--- src/rtl/seq_mul.sv ---
// Signed 16x16 radix-2 Booth sequential multiplier with valid/ready on both sides.
// Optional build macro: SEQ_MUL_ZERO_BYPASS_EN (zero operand skips straight to DONE).
module seq_mul (
    input  logic        clk_i,
    input  logic        rst_ni,
    input  logic [15:0] q_i,
    input  logic [15:0] m_i,
    input  logic        src_valid_i,
    output logic        src_ready_o,
    output logic        dest_valid_o,
    input  logic        dest_ready_i,
    output logic [31:0] p_o
);

    typedef enum logic [1:0] {StIdle, StBusy, StDone} state_e;

    state_e      state_q;
    logic [16:0] a_q;
    logic [16:0] m_q;
    logic [15:0] q_q;
    logic        qm1_q;
    logic [4:0]  cnt_q;
    logic [31:0] p_q;

    logic [16:0] sum;
    logic [16:0] a_d;
    logic [15:0] q_d;
    logic        qm1_d;

    // One Booth step: conditional add/subtract, then arithmetic shift of {A, Q, q[-1]}.
    always_comb begin
        sum = a_q;
        case ({q_q[0], qm1_q})
            2'b01:   sum = a_q + m_q;
            2'b10:   sum = a_q - m_q;
            default: sum = a_q;
        endcase
        a_d   = {sum[16], sum[16:1]};
        q_d   = {sum[0], q_q[15:1]};
        qm1_d = q_q[0];
    end

    always_ff @(posedge clk_i or negedge rst_ni) begin
        if (!rst_ni) begin
            state_q <= StIdle;
            a_q     <= '0;
            m_q     <= '0;
            q_q     <= '0;
            qm1_q   <= 1'b0;
            cnt_q   <= '0;
            p_q     <= '0;
        end else begin
            case (state_q)
                StIdle: begin
                    if (src_valid_i) begin
                        m_q   <= {m_i[15], m_i};
                        q_q   <= q_i;
                        a_q   <= '0;
                        qm1_q <= 1'b0;
                        cnt_q <= 5'd16;
`ifdef SEQ_MUL_ZERO_BYPASS_EN
                        if (q_i == 16'd0 || m_i == 16'd0) begin
                            p_q     <= '0;
                            state_q <= StDone;
                        end else begin
                            state_q <= StBusy;
                        end
`else
                        state_q <= StBusy;
`endif
                    end
                end
                StBusy: begin
                    a_q   <= a_d;
                    q_q   <= q_d;
                    qm1_q <= qm1_d;
                    cnt_q <= cnt_q - 5'd1;
                    if (cnt_q == 5'd1) begin
                        p_q     <= {a_d[15:0], q_d};
                        state_q <= StDone;
                    end
                end
                StDone: begin
                    if (dest_ready_i) begin
                        state_q <= StIdle;
                    end
                end
                default: state_q <= StIdle;
            endcase
        end
    end

    assign src_ready_o  = (state_q == StIdle);
    assign dest_valid_o = (state_q == StDone);
    assign p_o          = p_q;

endmodule

--- config.mk ---
export PLATFORM = sky130hd
export DESIGN_NAME = seq_mul
export DESIGN_NICKNAME = d
export VERILOG_FILES = /design/src/rtl/seq_mul.sv
export SDC_FILE = /design/constraint.sdc
export NUM_CORES = 1
export LEC_CHECK = 0
export CORE_MARGIN = 2
export CORE_UTILIZATION = 59
export CTS_CLUSTER_SIZE = 8
export DETAILED_ROUTE_END_ITERATION = 16
export HOLD_SLACK_MARGIN = 0.08
export PLACE_DENSITY = 0.87
export SYNTH_ARGS = -nofsm -noshare
export SYNTH_HDL_FRONTEND = slang
export SYNTH_SLANG_ARGS = --single-unit
--- constraint.sdc ---
create_clock -name clk_i -period 7.4 [get_ports clk_i]
set_input_delay 0.74 -clock clk_i [delete_from_list [all_inputs] [get_ports clk_i]]
set_output_delay 0.74 -clock clk_i [all_outputs]
set_load 0.01 [all_outputs]
==> results.yml <==
clock_tree:
  clk_pin_slew_worst_paths_ns: 0.10
  insertion_delay_ns: 0.35
  post_cts_buffers: 0
  clkSinkCount: 88
  cts_resized: 0
  root_buffer: "clkbuf_8"
  cts_buffers: 9
  cts_tree: "yes"
  hold_buffers: 0
  cts_buffer_depth: 2
  cts_max_level: 3
timing:
  finalCriticalPeriod_ns: 3.77
  fin_skew_ns: 0.0199
  hold_viol: 0
  setup_viol: 0
  min_period_over_period: 0.509
  fmax_mhz: 265
  finalSetupTns_ns: 0
  tightestPinTransition_ns: 1.14
  maxSlewViolCount: 0
  slew_headroom: 0.242
  rsz0062_at_grt: "false"
  setup_slack_ns: 3.63
yosys:
  ys.flop_type: "dfrtp_1"
  synth_area_leader_cell: "dfrtp_1"
  ys.warnings.count: 0
  syn_nets: 599
  syn_inst: 542
  ys_seq_area_frac: 0.469
  synth-edff-count: 0
  ys_async_sr_fraction: 1.00
  yosysUniqueCellTypes: 47
  synth_area_leaders: "dfrtp_1 (47%), nand2_1 (12%), ha_1 (5.3%)"
  syn_avg_cell_area_sq_um: 8.66
  netlist.area_leader.share: 0.469
  ys_seq_elements: 88
  syn_area_sq_um: 4690
critical_path:
  crit_type: "flip-flop to flip-flop"
  cp.arrival_ns: 4.01
  cp-start-kind: "flip-flop"
  crit_fanout: 17
  crit_path_end_kind: "flip-flop"
  r2r_slack_ns: 3.63
  timing.rr.end: "a_q[12]"
  cp.required_ns: 7.65
  crit-reg2reg-launch: "q_q[0]"
  rr_worst_depth: 11
route:
  wl_per_cell_microns: 15.3
  vias_per_cell: 5.68
  drt-total-wl_mm: 10.8
  drtIter0Drc: 300
  vias: 4024
  antenna_left: 0
  drc: 0
  first_pass_iters: 5
finish:
  num_antenna_cells: 0
  layout_commonest_cell: "nand2_1"
  drive_gt1_frac: 0.0495
  final_area_sq_um: 5660
  nets: 658
  layout_common_cells: "nand2_1 (149), dfrtp_1 (88), clkdlybuf4s50_1 (68)"
  areaGrowthSynthToFinish_pct: 20.5
grt:
  grt_max_degree: 88
  first_global_vias: 4037
  antenna_found_initial: 0
  grt-ovfl-total: 0
  grt_pass1_wl_mm: 18.6
  grt_usage: 0.267
place:
  gp_congestion: 0.909
  pre_cts_ws_ns: 3.69
  portBuffers: 69
  hpwl_mm: 7.64
  dpl_cell_area_sq_um: 5460
die:
  num_rows: 32
  pin_count: 70
  dieArea_sq_um: 8690
  core_sq_um: 7730
  die_w_microns: 93.2
  start_util: 0.608
  die_h_microns: 93.2
hold_path:
  hold_path.class: "input port to async pin"
outcome:
  status: "finished clean"
run:
  cap_violations: 0
[layout make-up]
cell class | instances | area, sq um
clock buffers | 10 | 138
clock inverters | 6 | 66.3
well taps | 102 | 128
multi-input cells | 411 | 2330
flip-flops and latches | 88 | 2200
fillers | 584 | 2070
repair buffers | 75 | 733
inverters | 16 | 60.1
[synthesized netlist by cell type (2+ instances only)]
library cell / count
xor2_1: 5
or4_1: 2
ha_1: 20
nor3b_1: 2
nor3_1: 8
o21ai_0: 36
nor2_1: 33
dfrtp_1: 88
o31ai_1: 6
a221o_1: 2
or3_1: 4
nand2_1: 149
a21oi_1: 27
o211ai_1: 3
clkbuf_1: 24
nand2b_1: 6
nand3_1: 21
xnor2_1: 19
nor4b_1: 2
mux2i_1: 5
a31oi_1: 11
a211oi_1: 2
buf_1: 2
a22oi_1: 15
and2_1: 4
inv_1: 16
mux2_2: 3
nand4_1: 2
nor2b_1: 3
a21o_1: 5
[worst max-delay path by stage]
stage,cells past startpoint,start,end,slack [ns]
floorplan,14,m_q[3],a_q[15],3.91
global placement,13,m_q[3],a_q[15],3.81
detailed placement,13,m_q[3],a_q[15],3.69
CTS,13,m_q[3],a_q[15],3.68
global route,13,m_q[3],p_o[31],3.34
finish,11,q_q[0],a_q[12],3.63
[cells by family after synthesis]
family                     after synthesis  synth area share
and+or+nand+nor                        241             0.223
adders and majority gates               21            0.0576
xor gates and xnor gates                24            0.0448
buffers and inverters                   43            0.0346
DFF                                     88             0.469
muxes                                    8            0.0179
AOI/OAI and AO/OA                      117             0.153
[registers in the layout, indices dropped and copies added (netlist names)]
| register | cells |
|---|---|
| m_q | 16 |
| qm1_q | 1 |
| a_q | 16 |
| cnt_q | 5 |
| state_q | 2 |
| q_q | 16 |
| p_o | 32 |
[critical path, cell delays in order (launching register included)]
cell and delay, ns:
dfrtp_1 0.41, ha_1 0.52, mux2_2 0.43, inv_1 0.07
ha_1 0.12, nor2b_1 0.11, o21ai_0 0.11, o21ai_0 0.45
a31oi_1 0.26, o21ai_1 0.50, mux2_2 0.42, o31ai_1 0.25
[layer usage]
metal,wire length (microns),GRT usage,up-vias
met5,0,0,-
met4,160,0.0882,0
met3,561,0.0403,21
met2,5140,0.431,147
met1,4970,0.373,1881
li1,-,-,1975
[per-stage QoR]
stage / util / instances / hold WS (ns)
after floorplan: - / 542 / 0.444
after global placement: 0.706 / 692 / 0.457
after detailed placement: 0.706 / 692 / 0.462
after CTS: 0.732 / 708 / 0.145
after global routing: 0.732 / 708 / 0.144
final: 0.732 / 708 / 0.159
Power is left out: the tool's default activity adds up to more than one toggle a clock period on the data nets, which glitch-free logic cannot reach.
